===== config.mk =====
export PLATFORM = sky130hd
export DESIGN_NAME = calc_req_arbiter_flat
export DESIGN_NICKNAME = d
export VERILOG_FILES = /design/src/rtl/calc_req_arbiter_if.sv /design/src/rtl/calc_req_arbiter.sv /design/src/flat_wrapper.sv
export SDC_FILE = /design/constraint.sdc
export NUM_CORES = 1
export LEC_CHECK = 0
export CAP_MARGIN = 5
export CORE_MARGIN = 2
export CORE_UTILIZATION = 36
export CTS_BUF_LIST = sky130_fd_sc_hd__clkbuf_4
export DETAILED_ROUTE_END_ITERATION = 12
export HOLD_SLACK_MARGIN = 0.03
export PLACE_DENSITY = 0.77
export SLEW_MARGIN = 20
export SYNTH_ARGS = -nofsm -noshare
export SYNTH_HDL_FRONTEND = slang
export SYNTH_SLANG_ARGS = --single-unit

===== constraint.sdc =====
create_clock -name clk -period 1.35 [get_ports clk]
set_clock_uncertainty 0.15 [all_clocks]
set_input_delay 0.27 -clock clk [delete_from_list [all_inputs] [get_ports clk]]
set_output_delay 0.27 -clock clk [all_outputs]
set_load 0.005 [all_outputs]

===== src/rtl/calc_req_arbiter_if.sv =====
// Requester, calculator and response signals shared between the arbiter and its environment.
// master: requesters plus calculator; slave: the arbiter.
interface calc_req_arbiter_if;
  logic        req0_valid;
  logic        req1_valid;
  logic        req0_ready;
  logic        req1_ready;
  logic [1:0]  req0_func;
  logic [1:0]  req1_func;
  logic [7:0]  req0_a;
  logic [7:0]  req0_b;
  logic [7:0]  req1_a;
  logic [7:0]  req1_b;
  logic [1:0]  calc_func_in;
  logic [7:0]  calc_A_in;
  logic [7:0]  calc_B_in;
  logic [15:0] calc_out;
  logic        rsp_valid;
  logic        rsp_id;
  logic [15:0] rsp_data;
  logic        rsp_dz;

  modport master (
    output req0_valid, req1_valid, req0_func, req1_func,
           req0_a, req0_b, req1_a, req1_b, calc_out,
    input  req0_ready, req1_ready, calc_func_in, calc_A_in, calc_B_in,
           rsp_valid, rsp_id, rsp_data, rsp_dz
  );

  modport slave (
    input  req0_valid, req1_valid, req0_func, req1_func,
           req0_a, req0_b, req1_a, req1_b, calc_out,
    output req0_ready, req1_ready, calc_func_in, calc_A_in, calc_B_in,
           rsp_valid, rsp_id, rsp_data, rsp_dz
  );
endinterface


===== src/rtl/calc_req_arbiter.sv =====
// Round-robin arbiter sharing one fixed-latency calculator between two requesters,
// with a tag pipe that routes each result back with its requester id and div-by-zero flag.
module calc_req_arbiter #(
  parameter int unsigned LATENCY = 2
) (
  input  logic              clk,
  input  logic              rst_n,
  calc_req_arbiter_if.slave bus
);

  typedef enum logic {
    LAST_REQ0 = 1'b0,
    LAST_REQ1 = 1'b1
  } last_t;

  typedef struct packed {
    logic valid;
    logic id;
    logic dz;
  } tag_t;

  last_t      last_q;
  tag_t       tag_q [0:LATENCY];
  logic       grant0;
  logic       grant1;
  logic       accept;
  logic [1:0] sel_func;
  logic [7:0] sel_a;
  logic [7:0] sel_b;

  // req0 wins unless req1 is also valid and req0 was granted last; gated by rst_n so
  // ready stays low throughout reset.
  always_comb begin
    grant0   = rst_n && bus.req0_valid && (!bus.req1_valid || last_q == LAST_REQ1);
    grant1   = rst_n && bus.req1_valid && !grant0;
    accept   = grant0 || grant1;
    sel_func = grant1 ? bus.req1_func : bus.req0_func;
    sel_a    = grant1 ? bus.req1_a    : bus.req0_a;
    sel_b    = grant1 ? bus.req1_b    : bus.req0_b;
  end

  assign bus.req0_ready = grant0;
  assign bus.req1_ready = grant1;

  always_ff @(posedge clk or negedge rst_n) begin
    if (!rst_n) begin
      last_q           <= LAST_REQ1;
      bus.calc_func_in <= '0;
      bus.calc_A_in    <= '0;
      bus.calc_B_in    <= '0;
      bus.rsp_valid    <= 1'b0;
      bus.rsp_id       <= 1'b0;
      bus.rsp_data     <= '0;
      bus.rsp_dz       <= 1'b0;
      for (int unsigned i = 0; i <= LATENCY; i++) begin
        tag_q[i] <= '0;
      end
    end else begin
      if (accept) begin
        last_q           <= grant1 ? LAST_REQ1 : LAST_REQ0;
        bus.calc_func_in <= sel_func;
        bus.calc_A_in    <= sel_a;
        bus.calc_B_in    <= sel_b;
      end else begin
        bus.calc_func_in <= '0;
        bus.calc_A_in    <= '0;
        bus.calc_B_in    <= '0;
      end

      tag_q[0].valid <= accept;
      tag_q[0].id    <= grant1;
      tag_q[0].dz    <= accept && (sel_func == 2'b11) && (sel_b == '0);
      for (int unsigned i = 1; i <= LATENCY; i++) begin
        tag_q[i] <= tag_q[i-1];
      end

      // Result fields only move when a tag leaves the pipe, so they hold between responses.
      bus.rsp_valid <= tag_q[LATENCY].valid;
      if (tag_q[LATENCY].valid) begin
        bus.rsp_id   <= tag_q[LATENCY].id;
        bus.rsp_data <= bus.calc_out;
        bus.rsp_dz   <= tag_q[LATENCY].dz;
      end
    end
  end

endmodule

===== src/flat_wrapper.sv =====
// flat-port wrapper written by rule: the top's interface ports become plain ports
module calc_req_arbiter_flat 
#(
  parameter int unsigned LATENCY = 2
)
  (clk, rst_n, bus_req0_valid, bus_req1_valid, bus_req0_func, bus_req1_func, bus_req0_a, bus_req0_b, bus_req1_a, bus_req1_b, bus_calc_out, bus_req0_ready, bus_req1_ready, bus_calc_func_in, bus_calc_A_in, bus_calc_B_in, bus_rsp_valid, bus_rsp_id, bus_rsp_data, bus_rsp_dz);
  calc_req_arbiter_if bus_i ();
  input  logic clk;
  input  logic rst_n;
  input wire logic [$bits(bus_i.req0_valid)-1:0] bus_req0_valid;
  input wire logic [$bits(bus_i.req1_valid)-1:0] bus_req1_valid;
  input wire logic [$bits(bus_i.req0_func)-1:0] bus_req0_func;
  input wire logic [$bits(bus_i.req1_func)-1:0] bus_req1_func;
  input wire logic [$bits(bus_i.req0_a)-1:0] bus_req0_a;
  input wire logic [$bits(bus_i.req0_b)-1:0] bus_req0_b;
  input wire logic [$bits(bus_i.req1_a)-1:0] bus_req1_a;
  input wire logic [$bits(bus_i.req1_b)-1:0] bus_req1_b;
  input wire logic [$bits(bus_i.calc_out)-1:0] bus_calc_out;
  output wire logic [$bits(bus_i.req0_ready)-1:0] bus_req0_ready;
  output wire logic [$bits(bus_i.req1_ready)-1:0] bus_req1_ready;
  output wire logic [$bits(bus_i.calc_func_in)-1:0] bus_calc_func_in;
  output wire logic [$bits(bus_i.calc_A_in)-1:0] bus_calc_A_in;
  output wire logic [$bits(bus_i.calc_B_in)-1:0] bus_calc_B_in;
  output wire logic [$bits(bus_i.rsp_valid)-1:0] bus_rsp_valid;
  output wire logic [$bits(bus_i.rsp_id)-1:0] bus_rsp_id;
  output wire logic [$bits(bus_i.rsp_data)-1:0] bus_rsp_data;
  output wire logic [$bits(bus_i.rsp_dz)-1:0] bus_rsp_dz;
  assign bus_i.req0_valid = bus_req0_valid;
  assign bus_i.req1_valid = bus_req1_valid;
  assign bus_i.req0_func = bus_req0_func;
  assign bus_i.req1_func = bus_req1_func;
  assign bus_i.req0_a = bus_req0_a;
  assign bus_i.req0_b = bus_req0_b;
  assign bus_i.req1_a = bus_req1_a;
  assign bus_i.req1_b = bus_req1_b;
  assign bus_i.calc_out = bus_calc_out;
  assign bus_req0_ready = bus_i.req0_ready;
  assign bus_req1_ready = bus_i.req1_ready;
  assign bus_calc_func_in = bus_i.calc_func_in;
  assign bus_calc_A_in = bus_i.calc_A_in;
  assign bus_calc_B_in = bus_i.calc_B_in;
  assign bus_rsp_valid = bus_i.rsp_valid;
  assign bus_rsp_id = bus_i.rsp_id;
  assign bus_rsp_data = bus_i.rsp_data;
  assign bus_rsp_dz = bus_i.rsp_dz;
  calc_req_arbiter #(.LATENCY(LATENCY)) u_core (.clk(clk), .rst_n(rst_n), .bus(bus_i));
endmodule

==> metrics.cfg <==
[outcome]
outcome = finished, violations left
violations = setup timing

[yosys]
ys_seq_area_share_pct = 65.39
syn_inst = 143
synth-simple-area-share_pct = 12.02
synthTopCellsByArea = dfrtp_1 (64%), mux2_2 (11%), nand2_1 (7.7%)
synthXorXnorAreaFrac_pct = 0
synth_top_cell_area_share_pct = 63.93
syn-num-nets = 199
ys_seq_elements = 47
synth_top_area_cell = dfrtp_1
synthAdderAreaFrac_pct = 0
yosys_warnings = 0
synth_cell_type_count = 22
syn_avg_cell_area_sq_um = 12.59
synth_area_sq_um = 1800
synth_top_family_by_area = simple AND/OR/NAND/NOR gates
muxShareOfSynthArea_pct = 11.26
synth_compound_area_share_pct = 8.895

[final_layout]
n_fill_cell = 382
antenna_cells = 0
nNetsFinal = 318
drive_gt1_share_pct = 52.47
layout_common_cells = clkdlybuf4s50_1 (54), dfrtp_1 (46), buf_2 (39), mux2_2 (18), a21oi_2 (17)
finalInstanceArea_sq_um = 3192
multi_input_area_sq_um = 765.7
area_delta_synth_final_pct = 77.28
final_common_cell = clkdlybuf4s50_1
seqCellArea_sq_um = 1177

[timing]
min_period_ns = 1.741
slew_violations = 0
setup_tns_ns = -3.284
finalHoldViolCount = 0
setup_ws_ns = -0.3913
finalSetupViolCount = 20
rsz0062_at_grt = true
max_freq_mhz = 574.3
relSlewSlack_pct = 71.62
min_period_over_period_pct = 129.0
worst_slew_pin_slew_ns = 0.4256

[clock_network]
cts_buffer_depth = 2
htree_levels = 2
insertion_delay_ns = 0.36
cts_inserted_buffers = 5
clock_sinks = 47
cts_tree = built
cts_root_buf = clkbuf_4
path_clk_slew_ns = 0.14

[placed_design]
gp_congestion = 0.7665
dp_hpwl_mm = 2.997
placed_area_sq_um = 2889
port_buffers = 94

[power_and_ir_drop]
power.total_uw = 3189
vdd_ir_drop_max_v = 0.0005175
powerDensity_nw_per_um2 = 999.2
power.leakage_uw = 0.001478

[floorplanning]
dieArea_sq_um = 5583
ios = 95
die_w_um = 74.72
die_h_um = 74.72
num_rows = 25
core-area_sq_um = 4786
initial_core_util_pct = 37.62

[worst_setup_path]
critical_path.startpoint_type = register
critical-path-top-delay-family = flip-flops
path_cells = nand2b_4, nor2b_4, buf_2
worstSetupPathType = register to primary output
cp.required_ns = 0.93
crit_slowest_cell = dfstp_2
cp-end-kind = primary output
path_buf_inv = 1
crit_path_max_incr_delay_ns = 0.60
arrival_ns = 1.32
timing.rr.start = u_core.last_q$_DFFE_PN1P_
worstPathMaxFanout = 4
setup.worst_path.start = u_core.last_q$_DFFE_PN1P_

[route]
drt.antenna.violating_nets = 0
first_pass_iters = 4
drt_iter0_drc = 22
routed_wl_mm = 4.747
route.detailed.drc = 0
viasPerCell = 4.609
wl_per_cell_um = 14.38
routed-via-count = 1521

[min_path]
holdCritStartpoint = rst_n
hold_class = input port to register

[global_routing]
grt.overflow.total = 0
grt_pass1_vias = 1526
antenna_found_initial = 0
track_usage_pct = 17.82
grt_first_pass_wirelength_mm = 7.286
grt_max_degree = 35

[job]
cap_violations = 0

## layout make-up
cell class                      instances  area share, %
Clock buffer                            5          1.176
Clock inverter                          3          1.215
Inverter                                2         0.3920
Multi-Input combinational cell         89          23.99
Sequential cell                        47          36.89
Tap cell                               67          2.626
Timing Repair Buffer                  117          33.71
## routing by layer
| metal | GRT usage [%] | up-vias | routed length (um) | part of all wire, % |
|---|---|---|---|---|
| met3 | 6.292 | 4 | 397 | 8.4 |
| met4 | 5.357 | 0 | 34 | 0.72 |
| met1 | 20.62 | 732 | 1786 | 38 |
| met2 | 31.17 | 62 | 2529 | 53 |
| met5 | 0 | - | 0 | 0 |
| li1 | - | 723 | - | - |
## Yosys cell counts
master,n
a21boi_0,1
a21boi_2,1
a21oi_1,8
a21oi_2,9
a32oi_1,1
buf_2,4
buf_6,1
clkinv_4,1
dfrtp_1,46
dfstp_2,1
inv_1,1
mux2_2,18
nand2_1,37
nand2_4,1
nand2b_1,1
nand4_1,2
nor2_1,2
nor2b_1,2
nor3_1,2
nor4b_1,2
o21ai_0,1
o21ai_2,1
## report_power, final
group          internal, uW  switching, uW  total, uW
Sequential             1530           51.2       1580
Combinational           470            305        775
Clock                   381            451        832
Total                  2380            807       3190
## through the flow
step                      std cells  worst slack [ns]  hold slack [ns]  utilization [%]
after global routing            330           -0.4698           0.1482            66.69
after global placement          309           -0.6651           0.1690            60.37
after detailed placement        309           -0.6654           0.1751            60.37
final                           330           -0.3913           0.1390            66.69
after floorplan                 143          0.004175          -0.1756                -
after CTS                       327           -0.4155          0.07728            65.25
## state kept, by name (all words and copies together), names as in the netlist
name,flops
u_core.bus.calc_func_in,2
u_core.bus.rsp_id,1
u_core.bus.rsp_valid,1
u_core.last_q,1
u_core.bus.calc_B_in,8
u_core.bus.rsp_data,16
u_core.tag_q,9
u_core.bus.rsp_dz,1
u_core.bus.calc_A_in,8
## cells by family after synthesis
| family | count (synthesis) |
|---|---|
| flip-flops | 47 |
| buffers and inverters | 7 |
| AO/OA/AOI/OAI | 22 |
| AND/OR/NAND/NOR | 49 |
| multiplexers | 18 |
## path summary, 6_finish.rpt
kind	endpoint	slack [ns]	depth (start not counted)
min reg2reg	u_core.tag_q[4]$_DFF_PN0_	0.21	0
max	bus_req0_ready	-0.39	3
max in group asynchronous	u_core.last_q$_DFFE_PN1P_	0.23	3
min	u_core.last_q$_DFFE_PN1P_	0.14	4
min in group asynchronous	u_core.bus.calc_B_in[0]$_DFF_PN0_	0.36	3
max reg2reg	u_core.tag_q[6]$_DFF_PN0_	-0.17	6
## what timing repair did
action                                  in CTS  in global routing
hold endpoints to repair                    46                  0
buffers inserted                             6                  4
hold buffers                                 1                  0
endpoints found under the setup margin      57                 43
gates cloned                                 3                  0
gates resized for setup                    209                 15
pin swaps                                   27                  3
## worst min-delay path, stage by stage
cell	delay, ns
buf_2	0.14
buf_4	0.14
nand2_1	0.05
o21ai_0	0.06
Note: power is estimated with default switching activity, not from simulation.
